## src/rtl/sys_tick_fifo_pkg.sv

```systemverilog
// Shared constants and types for the tick-rate FIFO slice.
// Default sizes and the operation decoder used by the FIFO core.
package sys_tick_fifo_pkg;

  localparam int WIDTH_DEF     = 8;
  localparam int DEPTH_DEF     = 8;
  localparam int DIV_WIDTH_DEF = 9;
  localparam int PTR_W         = $clog2(DEPTH_DEF);

  typedef enum logic [1:0] {
    OP_IDLE  = 2'b00,
    OP_WRITE = 2'b01,
    OP_READ  = 2'b10,
    OP_BOTH  = 2'b11
  } fifo_op_e;

  // Both qualifiers are already gated by tick, enable and flag state.
  function automatic fifo_op_e decode_op(input logic do_read, input logic do_write);
    fifo_op_e op;
    case ({do_read, do_write})
      2'b01:   op = OP_WRITE;
      2'b10:   op = OP_READ;
      2'b11:   op = OP_BOTH;
      default: op = OP_IDLE;
    endcase
    return op;
  endfunction

endpackage

```

## src/rtl/sys_tick_fifo_if.sv

```systemverilog
// Producer/consumer side of the tick-rate FIFO: requests, data and flags.
interface sys_tick_fifo_if #(
  parameter int WIDTH = 8
);
  logic             en;
  logic             read;
  logic             write;
  logic [WIDTH-1:0] data_in;
  logic [WIDTH-1:0] data_out;
  logic             empty;
  logic             full;

  modport master (
    output en, read, write, data_in,
    input  data_out, empty, full
  );

  modport slave (
    input  en, read, write, data_in,
    output data_out, empty, full
  );
endinterface

```

## src/rtl/sys_tick_fifo_tick_divider.sv

```systemverilog
// Programmable divider producing a registered one-clk enable pulse every N clocks.
module tick_divider #(
  parameter int DIV_WIDTH = 9
) (
  input  logic                 clk,
  input  logic                 reset_n,
  input  logic [DIV_WIDTH-1:0] clock_divider,
  output logic                 sys_tick
);

  logic [DIV_WIDTH-1:0] count;
  logic                 wrap;

  // Ratios of 0 and 1 both mean every cycle; a counter already past a newly
  // lowered ratio wraps on the next edge thanks to the >= compare.
  always_comb begin
    wrap = 1'b0;
    if (clock_divider <= DIV_WIDTH'(1)) begin
      wrap = 1'b1;
    end else if (count >= clock_divider - 1'b1) begin
      wrap = 1'b1;
    end
  end

  always_ff @(posedge clk or negedge reset_n) begin
    if (!reset_n) begin
      count    <= '0;
      sys_tick <= 1'b0;
    end else if (wrap) begin
      count    <= '0;
      sys_tick <= 1'b1;
    end else begin
      count    <= count + 1'b1;
      sys_tick <= 1'b0;
    end
  end

endmodule

```

## src/rtl/sys_tick_fifo.sv

```systemverilog
// Circular-buffer FIFO whose pushes and pops advance only on the divided tick.
module sys_tick_fifo
  import sys_tick_fifo_pkg::*;
#(
  parameter int WIDTH     = WIDTH_DEF,
  parameter int DEPTH     = DEPTH_DEF,
  parameter int DIV_WIDTH = DIV_WIDTH_DEF
) (
  input  logic                 clk,
  input  logic                 reset_n,
  input  logic [DIV_WIDTH-1:0] clock_divider,
  sys_tick_fifo_if.slave       bus,
  output logic                 sys_tick
);

  localparam int              PW         = $clog2(DEPTH);
  localparam logic [PW:0]     FULL_COUNT = (PW + 1)'(DEPTH);

  logic [WIDTH-1:0] mem [DEPTH];
  logic [PW-1:0]    wr_ptr;
  logic [PW-1:0]    rd_ptr;
  logic [PW:0]      count;
  logic [PW:0]      count_next;
  logic [WIDTH-1:0] data_q;
  logic             empty_q;
  logic             full_q;
  logic             do_read;
  logic             do_write;
  fifo_op_e         op;

  tick_divider #(
    .DIV_WIDTH (DIV_WIDTH)
  ) u_tick_divider (
    .clk           (clk),
    .reset_n       (reset_n),
    .clock_divider (clock_divider),
    .sys_tick      (sys_tick)
  );

  // A write into a full FIFO is allowed only when a pop frees the slot on
  // the same tick; a read while empty never bypasses the incoming word.
  always_comb begin
    do_read    = 1'b0;
    do_write   = 1'b0;
    count_next = count;
    if (sys_tick && bus.en) begin
      do_read  = bus.read && !empty_q;
      do_write = bus.write && (!full_q || do_read);
    end
    op = decode_op(do_read, do_write);
    case (op)
      OP_WRITE: count_next = count + 1'b1;
      OP_READ:  count_next = count - 1'b1;
      default:  count_next = count;
    endcase
  end

  always_ff @(posedge clk or negedge reset_n) begin
    if (!reset_n) begin
      wr_ptr  <= '0;
      rd_ptr  <= '0;
      count   <= '0;
      data_q  <= '0;
      empty_q <= 1'b1;
      full_q  <= 1'b0;
    end else begin
      if (do_write) begin
        wr_ptr <= wr_ptr + 1'b1;
      end
      if (do_read) begin
        rd_ptr <= rd_ptr + 1'b1;
        data_q <= mem[rd_ptr];
      end
      count   <= count_next;
      empty_q <= (count_next == '0);
      full_q  <= (count_next == FULL_COUNT);
    end
  end

  // Storage carries no reset; its contents are meaningless until written.
  always_ff @(posedge clk) begin
    if (do_write) begin
      mem[wr_ptr] <= bus.data_in;
    end
  end

  assign bus.data_out = data_q;
  assign bus.empty    = empty_q;
  assign bus.full     = full_q;

  count_in_range: assert property (@(posedge clk) disable iff (!reset_n)
    count <= FULL_COUNT);

  flags_exclusive: assert property (@(posedge clk) disable iff (!reset_n)
    !(empty_q && full_q));

endmodule

```

## src/flat_wrapper.sv

```systemverilog
// flat-port wrapper written by rule: the top's interface ports become plain ports
module sys_tick_fifo_flat import sys_tick_fifo_pkg::*;
#(
  parameter int WIDTH     = WIDTH_DEF,
  parameter int DEPTH     = DEPTH_DEF,
  parameter int DIV_WIDTH = DIV_WIDTH_DEF
)
  (clk, reset_n, clock_divider, sys_tick, bus_en, bus_read, bus_write, bus_data_in, bus_data_out, bus_empty, bus_full);
  sys_tick_fifo_if #(.WIDTH(WIDTH)) bus_i ();
  input  logic clk;
  input  logic reset_n;
  input  logic [DIV_WIDTH-1:0] clock_divider;
  output logic sys_tick;
  input wire logic [$bits(bus_i.en)-1:0] bus_en;
  input wire logic [$bits(bus_i.read)-1:0] bus_read;
  input wire logic [$bits(bus_i.write)-1:0] bus_write;
  input wire logic [$bits(bus_i.data_in)-1:0] bus_data_in;
  output wire logic [$bits(bus_i.data_out)-1:0] bus_data_out;
  output wire logic [$bits(bus_i.empty)-1:0] bus_empty;
  output wire logic [$bits(bus_i.full)-1:0] bus_full;
  assign bus_i.en = bus_en;
  assign bus_i.read = bus_read;
  assign bus_i.write = bus_write;
  assign bus_i.data_in = bus_data_in;
  assign bus_data_out = bus_i.data_out;
  assign bus_empty = bus_i.empty;
  assign bus_full = bus_i.full;
  sys_tick_fifo #(.WIDTH(WIDTH), .DEPTH(DEPTH), .DIV_WIDTH(DIV_WIDTH)) u_core (.clk(clk), .reset_n(reset_n), .clock_divider(clock_divider), .bus(bus_i), .sys_tick(sys_tick));
endmodule
```

## config.mk

```make
export PLATFORM = sky130hd
export DESIGN_NAME = sys_tick_fifo_flat
export DESIGN_NICKNAME = d
export VERILOG_FILES = /design/src/rtl/sys_tick_fifo_pkg.sv /design/src/rtl/sys_tick_fifo_if.sv /design/src/rtl/sys_tick_fifo_tick_divider.sv /design/src/rtl/sys_tick_fifo.sv /design/src/flat_wrapper.sv
export SDC_FILE = /design/constraint.sdc
export NUM_CORES = 1
export LEC_CHECK = 0
export ABC_CLOCK_PERIOD_IN_PS = 2950
export BUFFER_PORTS_ARGS = -buffer_cell sky130_fd_sc_hd__clkbuf_2
export CAP_MARGIN = 20
export CORE_ASPECT_RATIO = 1.25
export CORE_MARGIN = 4
export CORE_UTILIZATION = 30
export DETAILED_ROUTE_END_ITERATION = 10
export GPL_TIMING_DRIVEN = 0
export SETUP_SLACK_MARGIN = 0.15
export SLEW_MARGIN = 20
export SYNTH_ARGS = -nofsm -noshare
export SYNTH_HDL_FRONTEND = slang
export SYNTH_SLANG_ARGS = --single-unit
```

## constraint.sdc

```tcl
create_clock -name clk -period 2.95 [get_ports clk]
set_clock_uncertainty 0.1 [all_clocks]
set_input_delay 0.4425 -clock clk [delete_from_list [all_inputs] [get_ports clk]]
set_output_delay 0.4425 -clock clk [all_outputs]
set_load 0.005 [all_outputs]
```

[Word-level counts from Yosys, hierarchy flattened]
Memory sizes are Yosys's and may differ from the RTL's. A register that Yosys moved wholly into a read port is not among the register bits.
Cells that the tools add are included.
Word-level totals
  register bits: 22
  output and inout bits: 11
  input port bits: 22
  bits in writable memories: 64
  memories: 1
  word-level logic and storage cells: 40
Cells by class
  reductions and logical operators: 8
  equality and inequality tests: 6
  add/subtract/negate cells: 6
  mux-type cells: 10
  magnitude comparators: 2
Memory list
  u_core.mem: words 8, bits a word 8, rd ports 1, clocked after memory_dff 1, wr ports 1, RTL line sys_tick_fifo.sv:19  | logic [WIDTH-1:0] mem [DEPTH];
Operators by type and width (number)
  adder 9 x 1 -> 9 bit (second input constant): 1
  greater-or-equal comparator 9 bit: 1
  less-or-equal comparator 9 x 1 -> 1 bit (second input constant): 1
  two-way mux 9 bit: 1
  subtractor 9 x 1 -> 9 bit (second input constant): 1
  one-hot mux 4 bit (2 select lines): 1
  two-way mux 1 bit: 7
  adder 3 x 1 -> 3 bit (second input constant): 2
  equality test 2 bit (second input constant): 3
  one-hot mux 2 bit (3 select lines): 1
  adder 4 x 1 -> 4 bit (second input constant): 1
  equality test 2 x 1 -> 1 bit (second input constant): 2
  equality test 4 bit (second input constant): 1
  logical NOT 4 bit: 1
  subtractor 4 x 1 -> 4 bit (second input constant): 1
  logical AND 1 bit: 3
  logical NOT 1 bit: 3
  logical OR 1 bit: 1

[Logic depth before layout (Yosys ltp)]
  word-level depth: 10
  depth in mapped cells: 10
  mapped depth without buffers: 10

[Hierarchy]
A second synthesis with hierarchy kept.
Unflattened totals
  cell total of the unflattened synthesis: 273
  area total of the unflattened synthesis: 4232.8 µm²
By module, submodules not included
  sys_tick_fifo: sequential area each 2423.6 µm², cells each 189, instances 1, area an instance 3430.8 µm²
  tick_divider: sequential area each 250.2 µm², cells each 84, instances 1, area an instance 802.0 µm²

[Worst setup path before layout]
Ideal clock, no wire load.
  path kind: input-to-reg
  start point: input bus_write
  end point: register u_core.empty_q, in the netlist u_core.bus.empty
  setup time: 0.075 ns
  data arrival time: 2.322 ns
  buffers on the path: 0
  data required time: 2.775 ns
  stages: 9
  path slack: 0.453 ns
  path through: nand3_1 > a21oi_1 > inv_1 > ha_1 > ha_1 > a21o_1 > a21oi_1 > mux2i_1 > mux2i_1
Between the ends
  word-level cells in the longest chain between the ends: 7
  elaborated cells between the ends (all ways): 10
  those cells by class: 5 x eq/ne; 3 x mux; 2 x reduce/logical
Ends and longest elaborated chain
  from (decl): RTL line flat_wrapper.sv:16  | input wire logic [$bits(bus_i.write)-1:0] bus_write;
  logical AND 1 bit *: RTL line sys_tick_fifo.sv:48  | do_write = bus.write && (!full_q || do_read);
  two-way mux 1 bit *: RTL line sys_tick_fifo.sv:46  | if (sys_tick && bus.en) begin
  equality test 2 bit / equality test 2 x 1 -> 1 bit (equally long branches): RTL line sys_tick_fifo_pkg.sv:20  | case ({do_read, do_write})
  one-hot mux 2 bit (3 select lines) *: RTL line sys_tick_fifo_pkg.sv:20
  equality test 2 bit / equality test 2 x 1 -> 1 bit (equally long branches): RTL line sys_tick_fifo.sv:51  | case (op)
  one-hot mux 4 bit (2 select lines) *: RTL line sys_tick_fifo.sv:51
  logical NOT 4 bit *: RTL line sys_tick_fifo.sv:75  | empty_q <= (count_next == '0);
  to (signal assigned): RTL line sys_tick_fifo.sv:75
  to (decl): RTL line sys_tick_fifo.sv:25  | logic empty_q;
Mark *: on every way between the ends. The rest lies on a longest branch, timed or not.
A chain may end at the register's enable or synchronous reset.

[Worst setup path after layout]
  start point: register u_core.empty_q, in the netlist u_core.bus.empty
  end point: register u_core.empty_q, in the netlist u_core.bus.empty
Between the ends
  word-level cells in the longest chain between the ends: 10
  elaborated cells between the ends (all ways): 14
  those cells by class: 5 x eq/ne; 4 x mux; 5 x reduce/logical
Ends and longest elaborated chain
  logical NOT 1 bit *: RTL line sys_tick_fifo.sv:47  | do_read = bus.read && !empty_q;
  logical AND 1 bit *: RTL line sys_tick_fifo.sv:47
  logical OR 1 bit: RTL line sys_tick_fifo.sv:48
  logical AND 1 bit: RTL line sys_tick_fifo.sv:48
  two-way mux 1 bit: RTL line sys_tick_fifo.sv:46
  equality test 2 bit / equality test 2 x 1 -> 1 bit (equally long branches): RTL line sys_tick_fifo_pkg.sv:20
  one-hot mux 2 bit (3 select lines) *: RTL line sys_tick_fifo_pkg.sv:20
  equality test 2 bit / equality test 2 x 1 -> 1 bit (equally long branches): RTL line sys_tick_fifo.sv:51
  one-hot mux 4 bit (2 select lines) *: RTL line sys_tick_fifo.sv:51
  logical NOT 4 bit *: RTL line sys_tick_fifo.sv:75
Marks and branches as above.

==> impl_metrics.py <==
metrics = {
    "placed_design": {
        "dp.cells": 477,
        "numPortBuffers": 32,
        "dp_hpwl_mm": 5.58,
        "dp_slack_ns": 0.0202,
        "gp_congestion": 0.727,
    },
    "floorplan": {
        "die_w_um": 114,
        "initial_core_util": 0.307,
        "fp-row-count": 48,
        "die_h_um": 141,
        "boundaryPins": 33,
        "core_area_um2": 13800,
        "dieArea_um2": 16100,
    },
    "critical_path": {
        "end_kind": "flop",
        "worstSetupPathType": "reg2reg",
        "crit_required_ns": 3.11,
        "arrival_ns": 2.79,
        "worstSetupStartpointType": "flop",
        "path_max_fanout": 6,
    },
    "synth": {
        "synthTopCellsByArea": "edfxtp_1 (45%), dfrtp_1 (17%), mux4_2 (5.3%), ha_1 (5.0%), mux4_1 (3.7%)",
        "netlist_area_um2": 4240,
        "syn_inst": 266,
        "synth.most_common_cell": "edfxtp_1",
        "synth_warnings": 0,
        "yosysTopAreaCell": "edfxtp_1",
        "ys_types": 46,
        "async_reset_ff_frac": 0.319,
        "synth_nets": 306,
        "synth_top_area_share": 0.453,
        "synth-edff-count": 64,
        "ys_ff_latch": 94,
        "ys_seq_area_frac": 0.631,
        "dominantRegCellSynth": "edfxtp_1",
        "syn_avg_cell_area_um2": 15.9,
        "yosys-top-cells-count": "edfxtp_1 (64), dfrtp_1 (29), nand2_1 (20), ha_1 (17), mux2i_1 (11)",
    },
    "worst_hold_path": {
        "hp-class": "in2async",
    },
    "detailed_routing": {
        "dr.pass1.iters": 4,
        "drtAntennaViolNets": 0,
        "wl_mm": 7.86,
        "vias": 2272,
        "drc": 0,
        "wl_per_cell_um": 15.9,
        "drt_iter0_markers": 99,
        "routed_via_density": 4.60,
    },
    "timing": {
        "post-route-period-util": 0.889,
        "fmax_mhz": 381,
        "grt_setup_unrepaired": "no",
        "setup_viol": 0,
        "final.setup.worst_slack_ns": 0.327,
        "finalMaxSlewViolations": 0,
        "hold_viol_final": 0,
        "tightest_slew_ns": 0.871,
        "max_slew_margin": 0.417,
        "period_needed_ns": 2.62,
    },
    "clock_network": {
        "cts_max_level": 3,
        "cts_tree": "yes",
        "clk_path_buf_depth": 2,
        "cts.clk_slew.worst_paths_ns": 0.06,
        "cts-root-buf": "clkbuf_16",
        "cts_made_buffers": 9,
        "clk_latency_ns": 0.34,
        "cts.sinks": 94,
        "ctsHoldBuffers": 0,
    },
    "global_routing": {
        "overflow": 0,
        "grt_pass1_wl_mm": 12.7,
        "grt_max_degree": 31,
        "antenna_found_initial": 0,
        "grt_pass1_vias": 2422,
        "grt_use_total": 0.104,
    },
    "finish": {
        "nNetsFinal": 354,
        "final_util": 0.360,
        "drive_above_1_share": 0.270,
        "diodes": 0,
        "fin_cells": 494,
        "area_growth_pct": 17.2,
        "fillerInstances": 1333,
    },
    "run": {
        "cap_violations": 0,
    },
    "outcome": {
        "outcome": "finished clean",
    },
    "pwr": {
        "p_leak_nw": 1.89,
        "powerDensity_nw_per_um2": 784,
        "ir_worst_vdd_v": 0.000391,
    },
}
worst max-delay path, stage by stage, from the launching register on:
cell and delay, ns:
dfstp_2 0.37, nand2b_1 0.15, a21oi_2 0.29, inv_1 0.08, ha_1 0.26, ha_1 0.29
a21o_1 0.17, a21oi_1 0.19, mux2i_1 0.40, mux2i_1 0.24
layout by cell type (no fill, tap or decap), types with 10 or more instances in the layout:
cell | synthesis | final
mux2i_1 | 11 | 11
clkbuf_2 | 0 | 32
nand2_1 | 20 | 20
edfxtp_1 | 64 | 64
ha_1 | 17 | 17
dfrtp_1 | 29 | 29
mux4_2 | 10 | 10
cell families (layout without fill, tap and decap cells):
family / count (synthesis) / in the layout / synth area share
compound gates: 25 / 25 / 0.0484
fa+ha+maj: 18 / 18 / 0.0549
xor+xnor: 18 / 18 / 0.0372
mux: 28 / 28 / 0.119
flops: 94 / 94 / 0.631
buf+inv: 17 / 70 / 0.0216
simple gates: 66 / 66 / 0.0880
path summary, 6_finish.rpt:
path | endpoint | cells after the start | from | slack (ns)
hold / removal | u_core.bus.data_out[0]$_DFFE_PN0N_ | 1 | reset_n | 0.07
max in group asynchronous | u_core.bus.data_out[5]$_DFFE_PN0N_ | 1 | reset_n | 2.20
setup / recovery | u_core.bus.empty$_DFF_PN1_ | 9 | u_core.bus.empty$_DFF_PN1_ | 0.33
setup reg to reg | u_core.bus.empty$_DFF_PN1_ | 9 | u_core.bus.empty$_DFF_PN1_ | 0.33
hold reg to reg | u_core.bus.data_out[3]$_DFFE_PN0N_ | 2 | u_core.bus.data_out[3]$_DFFE_PN0N_ | 0.39
min in group clk | u_core.mem[4][5]$_DFFE_PP_ | 1 | bus_data_in[5] | 0.28
power breakdown:
part           switching [mW]  internal, mW  total, mW  leakage [nW]
Sequential              0.144          1.59       1.74         0.958
Clock                   0.504         0.582       1.09         0.136
Combinational           0.529         0.543       1.07         0.794
final cells by class:
type / count / area, µm² / share of cell area
repair buffers: 37 / 198 / 0.0398
inverters: 9 / 33.8 / 0.00680
multi-input cells: 155 / 1510 / 0.303
clock buffers: 9 / 225 / 0.0453
flip-flops and latches: 94 / 2670 / 0.538
well taps: 175 / 219 / 0.0441
plain buffers: 8 / 57.6 / 0.0116
clock inverters: 7 / 53.8 / 0.0108
sequential cells by signal, indices dropped and copies added, names as in the netlist:
name and cells:
u_core.mem 64, u_core.wr_ptr 3, u_core.bus.data_out 8, u_core.u_tick_divider.count 9, u_core.bus.empty 1, u_core.bus.full 1
u_core.u_tick_divider.sys_tick 1, u_core.count 4, u_core.rd_ptr 3
stage by stage:
stage | hold slack [ns] | setup TNS [ns] | power [mW] | cell area, µm²
after floorplan | 0.0469 | 0 | 2.52 | 4240
after global placement | 0.369 | -2.47 | 2.81 | 4620
after detailed placement | 0.383 | 0 | 2.87 | 4680
after CTS | 0.0900 | 0 | 3.96 | 4960
after global routing | 0.131 | 0 | 4.14 | 4970
final | 0.0680 | 0 | 3.89 | 4970
metal layers:
metal | global-route usage | wire (µm)
met1 | 0.130 | 3400
met2 | 0.175 | 4100
met3 | 0.0258 | 286
met4 | 0.0350 | 71
met5 | 0 | 0
repair_timing:
action	4_1_cts	5_1_grt
endpoints found under the hold margin	0	0
endpoints found under the setup margin	1	3
gates resized for setup	0	1
setup buffers	1	0
(Power assumes the default switching activity.)
